**config.mk**
```make
export PLATFORM = sky130hd
export DESIGN_NAME = pc_sequencer
export DESIGN_NICKNAME = d
export VERILOG_FILES = /design/src/rtl/uc_pkg.sv /design/src/rtl/return_stack.sv /design/src/rtl/pc_sequencer.sv
export SDC_FILE = /design/constraint.sdc
export NUM_CORES = 1
export LEC_CHECK = 0
export ABC_AREA = 1
export CORE_ASPECT_RATIO = 1.75
export CORE_UTILIZATION = 53
export CTS_CLUSTER_SIZE = 24
export DETAILED_ROUTE_END_ITERATION = 8
export PLACE_DENSITY_LB_ADDON = 0.3
export SYNTH_ARGS = -nofsm -noshare
export SYNTH_HDL_FRONTEND = slang
export SYNTH_SLANG_ARGS = --single-unit
```
**constraint.sdc**
```tcl
create_clock -name clk -period 2.9 [get_ports clk]
set_clock_uncertainty 0.1 [all_clocks]
set_input_delay 0.58 -clock clk [delete_from_list [all_inputs] [get_ports clk]]
set_output_delay 0.58 -clock clk [all_outputs]
set_load 0.05 [all_outputs]
```
**src/rtl/uc_pkg.sv**
```systemverilog
// Shared encodings for the program-flow sequencer: decoded flow ops and FSM states.
package uc_pkg;

    typedef enum logic [2:0] {
        OP_SEQ  = 3'd0,
        OP_JMP  = 3'd1,
        OP_BZ   = 3'd2,
        OP_CALL = 3'd3,
        OP_RET  = 3'd4,
        OP_RETI = 3'd5,
        OP_HALT = 3'd6,
        OP_RSV  = 3'd7
    } op_e;

    typedef enum logic [1:0] {
        ST_FETCH = 2'd0,
        ST_EXEC  = 2'd1,
        ST_IRQ   = 2'd2,
        ST_HALT  = 2'd3
    } state_e;

    function automatic logic is_return(input op_e op);
        return (op == OP_RET) || (op == OP_RETI);
    endfunction

endpackage

```
**src/rtl/return_stack.sv**
```systemverilog
// LIFO of return addresses; pointer counts 0..DEPTH and never wraps, contents are not reset.
module return_stack #(
    parameter int DEPTH = 4,
    parameter int W     = 12
) (
    input  logic         clk,
    input  logic         arst,
    input  logic         push,
    input  logic         pop,
    input  logic [W-1:0] push_data,
    output logic [W-1:0] pop_data,
    output logic         full,
    output logic         empty,
    output logic         almost_full
);

    localparam int IW  = $clog2(DEPTH);
    localparam int SPW = IW + 1;

    logic [SPW-1:0] sp_q, sp_d;
    logic [W-1:0]   mem_q [DEPTH];
    logic [IW-1:0]  rd_idx;

    assign full        = (sp_q == SPW'(DEPTH));
    assign empty       = (sp_q == '0);
    assign almost_full = (sp_q == SPW'(DEPTH - 1));
    assign rd_idx      = sp_q[IW-1:0] - IW'(1);
    assign pop_data    = mem_q[rd_idx];

    always_comb begin
        sp_d = sp_q;
        if (push && !full) begin
            sp_d = sp_q + SPW'(1);
        end else if (pop && !empty) begin
            sp_d = sp_q - SPW'(1);
        end
    end

    always_ff @(posedge clk or posedge arst) begin
        if (arst) begin
            sp_q <= '0;
        end else begin
            sp_q <= sp_d;
        end
    end

    always_ff @(posedge clk) begin
        if (push && !full) begin
            mem_q[sp_q[IW-1:0]] <= push_data;
        end
    end

endmodule

```
**src/rtl/pc_sequencer.sv**
```systemverilog
// Program-flow sequencer: fetch/execute/interrupt FSM driving program-counter strobes,
// with a hardware return stack for CALL/RET and interrupt entry.
module pc_sequencer
    import uc_pkg::*;
#(
    parameter int                    ADDR_WIDTH  = 12,
    parameter int                    STACK_DEPTH = 4,
    parameter logic [ADDR_WIDTH-1:0] IRQ_VECTOR  = 'h004
) (
    input  logic                  clk,
    input  logic                  arst,
    input  logic                  en,
    input  logic                  mem_ready,
    input  logic [2:0]            op,
    input  logic                  cond,
    input  logic [ADDR_WIDTH-1:0] target,
    input  logic [ADDR_WIDTH-1:0] pc_cur,
    input  logic                  irq,
    output logic                  pc_inc,
    output logic                  pc_load,
    output logic [ADDR_WIDTH-1:0] pc_next,
    output logic                  fetch_req,
    output logic                  exec_en,
    output logic                  irq_ack,
    output logic                  halted,
    output logic                  stack_err
);

    state_e state_q, state_d;
    logic   ie_q, ie_d;
    logic   err_q, err_d;

    op_e                   op_w;
    logic                  st_push, st_pop;
    logic [ADDR_WIDTH-1:0] st_push_data, st_pop_data;
    logic                  st_full, st_empty, st_almost_full;
    logic                  full_after;

    assign op_w      = op_e'(op);
    assign stack_err = err_q;

    return_stack #(
        .DEPTH (STACK_DEPTH),
        .W     (ADDR_WIDTH)
    ) u_stack (
        .clk         (clk),
        .arst        (arst),
        .push        (st_push),
        .pop         (st_pop),
        .push_data   (st_push_data),
        .pop_data    (st_pop_data),
        .full        (st_full),
        .empty       (st_empty),
        .almost_full (st_almost_full)
    );

    // Reset is folded in combinationally so strobes drop the instant arst rises.
    always_comb begin
        state_d      = state_q;
        ie_d         = ie_q;
        err_d        = err_q;
        pc_inc       = 1'b0;
        pc_load      = 1'b0;
        pc_next      = '0;
        fetch_req    = 1'b0;
        exec_en      = 1'b0;
        irq_ack      = 1'b0;
        st_push      = 1'b0;
        st_pop       = 1'b0;
        st_push_data = '0;
        full_after   = st_full;
        halted       = (state_q == ST_HALT) && !arst;

        if (!arst && en) begin
            unique case (state_q)
                ST_FETCH: begin
                    fetch_req = 1'b1;
                    if (mem_ready) state_d = ST_EXEC;
                end
                ST_EXEC: begin
                    exec_en = 1'b1;
                    unique case (op_w)
                        OP_JMP: begin
                            pc_load = 1'b1;
                            pc_next = target;
                        end
                        OP_BZ: begin
                            if (cond) begin
                                pc_load = 1'b1;
                                pc_next = target;
                            end else begin
                                pc_inc = 1'b1;
                            end
                        end
                        OP_CALL: begin
                            if (!st_full) begin
                                st_push      = 1'b1;
                                st_push_data = pc_cur + ADDR_WIDTH'(1);
                                pc_load      = 1'b1;
                                pc_next      = target;
                                full_after   = st_almost_full;
                            end else begin
                                pc_inc = 1'b1;
                                err_d  = 1'b1;
                            end
                        end
                        OP_RET, OP_RETI: begin
                            if (!st_empty) begin
                                st_pop     = 1'b1;
                                pc_load    = 1'b1;
                                pc_next    = st_pop_data;
                                full_after = 1'b0;
                                if (op_w == OP_RETI) ie_d = 1'b1;
                            end else begin
                                pc_inc = 1'b1;
                                err_d  = 1'b1;
                            end
                        end
                        OP_HALT: ;
                        default: pc_inc = 1'b1;
                    endcase
                    // Interrupt is taken only if the stack can still absorb the return address.
                    if (op_w == OP_HALT) begin
                        state_d = ST_HALT;
                    end else if (irq && ie_d && !full_after) begin
                        state_d = ST_IRQ;
                    end else begin
                        state_d = ST_FETCH;
                    end
                end
                ST_IRQ: begin
                    st_push      = !st_full;
                    st_push_data = pc_cur;
                    pc_load      = 1'b1;
                    pc_next      = IRQ_VECTOR;
                    irq_ack      = 1'b1;
                    ie_d         = 1'b0;
                    state_d      = ST_FETCH;
                end
                ST_HALT: begin
                    if (irq && ie_q && !st_full) state_d = ST_IRQ;
                end
            endcase
        end
    end

    always_ff @(posedge clk or posedge arst) begin
        if (arst) begin
            state_q <= ST_FETCH;
            ie_q    <= 1'b1;
            err_q   <= 1'b0;
        end else begin
            state_q <= state_d;
            ie_q    <= ie_d;
            err_q   <= err_d;
        end
    end

endmodule
```
* Yosys cells after proc, flatten, opt, wreduce, memory -nomap -nowiden *
Memory sizes are Yosys's and may differ from the RTL's.
Cells that the tools add are included.

word-level totals
  output and inout port bits = 19
  bits in writable memories = 48
  memories kept = 1
  bits of input ports = 33
  word-level logic and storage cells = 103
  register bits after elaboration = 7

cells by class
  reduce and logical (&&, ||, !) cells = 22
  add/sub/neg operators = 4
  equal/unequal tests = 15
  mux-type cells = 57

memory list
  memory         depth  width  rd ports  clocked after Yosys merged registers in  write ports  line                RTL
  u_stack.mem_q  4      12     1         0                                        1            return_stack.sv:21  logic [W-1:0] mem_q [DEPTH];

operators with widths
  kind                     count
  $mux W12                 7
  $pmux W12 S2             2
  $pmux W12 S4             1
  $mux W1                  33
  $add A12 B1 Y12 const B  1
  $eq A3 B3 Y1 const B     4
  $pmux W1 S2              5
  $eq A3 B2 Y1 const B     3
  $logic_and A1 B1 Y1      8
  $mux W2                  4
  $pmux W1 S4              2
  $pmux W2 S4              1
  $mux W3                  2
  $ne A2 B2 Y1 const B     3
  $reduce_bool A2 Y1       3
  $reduce_and A5 Y1        1
  $eq A2 B2 Y1 const B     2
  $logic_not A1 Y1         4
  $reduce_or A2 Y1         2
  $add A3 B1 Y3 const B    1
  $eq A3 B1 Y1 const B     1
  $logic_not A3 Y1         1
  $reduce_and A3 Y1        1
  $sub A3 B1 Y3 const B    1
  5 further kinds          5

* Longest topological paths before layout *
  word-level depth = 11
  depth in mapped cells = 16
  mapped depth without buffers = 15

* Cells and area by module *
Synthesis repeated with hierarchy kept, for this count alone.

unflattened totals
  cells, all modules = 334
  area total of the unflattened synthesis = 3,131.8 µm²

modules (own cells, without submodules)
  module        seq. area each (µm²)  area an instance (µm²)  cells each  times used
  return_stack  1,516.5               2,065.7                 155         1
  pc_sequencer  101.3                 1,066.0                 179         1

* Worst setup path after synthesis *
No wires, ideal clock.

  path kind = reg2out
  start = register u_stack.sp_q[0]
  end = output port pc_load
  buffers on the path = 1
  setup slack = -275 ps
  stages on the path, launching flop included = 9
  data required time = 2,220 ps
  arrival = 2,495 ps
  path through = dfrtp_1 > inv_1 > buf_2 > ha_1 > nand2_4 > nand2_2 > inv_2 > nor3_1 > o21ai_0

between the ends
  cells in the longest elaborated chain, start to end = 5
  elaborated cells on any way between the ends = 7
  those cells by class = eq/ne (1); mux (5); reduce/logical (1)

RTL lines
  item                                              line                                     RTL
  from (decl)                                       return_stack.sv:20                       logic [SPW-1:0] sp_q, sp_d;
  from (signal assigned)                            return_stack.sv:43                       sp_q <= sp_d;
  $eq A3 B3 Y1 or $logic_not A3 Y1 (tied branches)  return_stack.sv:24, return_stack.sv:25
  $mux W1 (on tied branches)                        pc_sequencer.sv:96, pc_sequencer.sv:108
  $pmux W1 S4 *                                     pc_sequencer.sv:82                       unique case (op_w)
  $pmux W1 S2 *                                     pc_sequencer.sv:75                       unique case (state_q)
  $mux W1 *                                         pc_sequencer.sv:74                       if (!arst && en) begin
  to (decl)                                         pc_sequencer.sv:20                       output logic pc_load,

Mark *: on every way between the ends. The rest lies on a longest branch, timed or not.

* Final worst setup path *
  start = register u_stack.sp_q[1]
  end = output port pc_next[10]

between the ends
  cells in the longest elaborated chain, start to end = 6
  elaborated cells on any way between the ends = 9
  those cells by class = add/sub (1); eq/ne (1); mux (5); reduce/logical (1); memory (1)

RTL lines
  item            line                 RTL
  $sub A2 B1 Y2   return_stack.sv:27   assign rd_idx = sp_q[IW-1:0] - IW'(1);
  $mem_v2 Z4 W12  --
  $mux W12        pc_sequencer.sv:108  if (!st_empty) begin
  $pmux W12 S4 *  pc_sequencer.sv:82
  $pmux W12 S2 *  pc_sequencer.sv:75
  $mux W12 *      pc_sequencer.sv:74
  to (decl)       pc_sequencer.sv:21   output logic [ADDR_WIDTH-1:0] pc_next,

Marked as above.

==> reports/metrics.yaml <==
power_and_ir_drop:
  powerDensity_nw_per_um2: 727
  ir_worst_vdd_v: 0.000598
  p_leak_nw: 1.60
floorplanning:
  floorplan.initialDensity_pct: 55.5
  fp.dieArea_um2: 6220
  row_count: 36
  core_region_area_um2: 5630
  die_y_um: 104
  die_width_um: 60.0
  ioPinCount: 52
routing:
  viasPerCell: 5.61
  drt.antenna.violating_nets: 0
  routed_wire_per_std_cell_um: 16.3
  remaining_drc_errors: 0
  detailroute.via_count: 2758
  drt-initial-drc-count: 188
  first_pass_iters: 6
  finalWirelength_um: 8040
timing:
  tightestPinTransition_ns: 0.493
  max_freq_mhz: 359
  timing.max_slew.rel_slack_pct: 67.0
  timing.hold.ws_ns: 0.386
  setup-violations-final: 0
  post-route-period-util_pct: 96.1
  fin_tns_setup_ns: 0
  hold_viol_final: 0
  min_setup_slack_post_route_ns: 0.114
  final.min_clock_period_ns: 2.79
  timing_max_transition_violations_final: 0
cts:
  cts_made_buffers: 5
  tritoncts_clock_tree: "yes"
  cts.sink_count: 55
  clkTransAtPathRegs_ns: 0.09
  worst_skew_pair.late_latency_ns: 0.32
  h_tree_lvl_count: 2
  clk_path_buf_depth: 2
  clk_root_buffer_cell: "clkbuf_8"
setup_path:
  arrival_ns: 2.11
  r2r_cells: 15
  bufs_and_invs_on_worst_path: 3
  critical_path.endpoint_type: "output pin"
  timing.critical_path.slowest_stage_cell: "dfrtp_1"
  cp_num_cells: 8
  worstSetupPathType: "register to output pin"
  crit_path_cell_trace: "inv_1 -> ha_2 -> clkinvlp_4 -> o21ai_0 -> o22ai_1 -> nand2_1 -> a21oi_2 -> buf_4"
  timing.critical_path.max_delay_family: "buffers and inverters"
  timing.critical_path.from_type: "register"
  critPathLaunch: "u_stack.sp_q[1]"
  r2r_setup_slack_ns: 0.45
  worst-endpoint-required_ns: 2.22
  critPathMaxStageDelay_ns: 0.42
  rr_startpoint: "state_q[1]"
  crit_fanout: 12
synthesis:
  synth_compound_area_share_pct: 16.7
  ys_seq_elements: 55
  synth_top_area_cell: "edfxtp_1"
  yosys-mux-area-fraction_pct: 0
  synth_top_cell_area_share_pct: 46.1
  synth.lib_cells_used.distinct: 39
  synth_area_um2: 3120
  synthesis.instances: 342
  main_combinational_cell_family_by_area_after_synthesis: "simple AND/OR/NAND/NOR gates"
  synth_top_cells_by_area: "edfxtp_1 46%, nand2_1 7.8%, nor2_1 5.6%"
  synth-adder-area-share_pct: 4.65
  net_count_of_the_mapped_netlist: 386
  syn_area_per_cell_um2: 9.14
  post_synth_and_or_nand_nor_area_fraction_pct: 21.1
  post_synth_xor_area_fraction_pct: 0.280
  ys.warnings.count: 0
  yosysSeqAreaShare_pct: 51.8
global_route:
  globalRouteMet2Util_pct: 49.3
  gr-total-overflow: 0
  track_usage_pct: 27.1
  grt_use_met3_pct: 4.24
  grt_max_degree: 29
  initial_antenna_violation_count: 0
  met1_usage_pct: 29.0
  layer_with_the_highest_usage: "met2"
  vias_in_the_first_global_route: 2708
  grt_first_pass_wirelength_um: 12400
place:
  buffers_on_ports: 51
  place_hpwl_um: 5710
  globalplace.congestion: 0.922
  preCtsSetupSlack_ns: -0.00864
  dpl_cell_area_um2: 3880
outcome:
  outcome: "finished, final reports clean"
layout:
  layout-area-overhead-vs-synth_pct: 30.1
  post_route_cells_drive_above_1_share_pct: 22.6
  fin_util_pct: 72.2
  num_antenna_cells: 0
  layout.cell_area.non_filler_um2: 4060
  nNetsFinal: 459
run:
  cap_viol_max_count: 0
min_path:
  hold-path-cell-count: 1
  worstHoldPathType: "register to register"
  worstHoldStart: "stack_err"
layout by cell type (no fill, tap or decap), drive strengths merged, types with 10 or more instances in the layout:
cell	netlist	final
a21oi	26	26
buf	4	42
clkdlybuf4s50	0	30
edfxtp	48	48
ha	10	10
inv	31	30
nand2	78	78
nand3	12	12
nor2	50	50
o21ai	38	38
o22ai	14	14
sequential cells by signal (all words and copies together), names as in the netlist:
name	flops
u_stack.mem_q	48
u_stack.sp_q	3
state_q	2
ie_q	1
stack_err	1
what timing repair did:
item,CTS,global route
cloned,1,0
setup endpoints to repair,3,13
endpoints found under the hold margin,0,0
pin swaps,3,0
gates resized for setup,6,6
setup buffers,0,2
hold buffers,0,0
through the flow:
| stage | cells | power (mW) |
|---|---|---|
| 6_report | 492 | 2.96 |
| 5_1_grt | 492 | 3.12 |
| 4_1_cts | 490 | 2.93 |
| 3_5_place_dp | 481 | 2.31 |
| 3_3_place_gp | 481 | 2.26 |
| 2_1_floorplan | 342 | 1.88 |
per-layer routing:
metal	share of wire, %	wire length (µm)	vias up
met3	5.2	420	24
met2	56	4500	120
met4	3.7	301	0
met5	0	0	-
li1	-	-	1322
met1	35	2820	1292
cells by family (layout without fill, tap and decap cells):
group                    Yosys count  after routing
AO/OA/AOI/OAI                     87             87
flip-flops                        55             55
AND/OR/NAND/NOR                  147            148
buffers and inverters             41            114
XOR/XNOR                           1              1
adder cells (fa/ha/maj)           11             11
synthesized netlist by cell type:
cell / number
nand4_1: 2
a211oi_1: 2
a31o_2: 1
a21oi_4: 1
o21bai_1: 2
clkbuf_1: 5
buf_2: 3
nor3_1: 1
nand3b_1: 1
edfxtp_1: 48
a21oi_1: 19
and3_1: 1
a32o_1: 1
nand2_1: 65
ha_1: 10
o21ai_0: 33
a21oi_2: 6
fa_1: 1
dfrtp_1: 6
nand3_1: 11
nor2_1: 47
inv_2: 4
a32oi_1: 1
o21ai_2: 2
o22ai_1: 14
xor2_1: 1
nand2_4: 2
or2_4: 1
nand2_2: 11
o21a_1: 2
clkbuf_4: 1
nor2_2: 2
o21ai_1: 3
nor3_2: 1
nor2_4: 1
nand3_4: 1
dfstp_2: 1
inv_1: 27
buf_8: 1
worst paths after layout:
check | to
worst max-delay path | pc_next[10]
worst min-delay path | stack_err
worst max register to register | u_stack.sp_q[2]
worst min register to register | stack_err
max in group asynchronous | ie_q
min in group asynchronous | state_q[0]
area by class of cell:
cell class                      count  area, µm²
Multi-Input combinational cell    247       1380
Inverter                           31        120
Sequential cell                    55       1620
Timing Repair Buffer               75        719
Tap cell                           76       95.1
Clock buffer                        6       72.6
Fill cell                         447       1570
Clock inverter                      2       60.1
where the power goes:
group / total [mW] / internal, mW / switching (mW)
Clock: 0.594 / 0.345 / 0.248
Combinational: 1.41 / 0.516 / 0.897
Sequential: 0.949 / 0.909 / 0.0404
No activity file was read; power rests on OpenSTA's default activity.
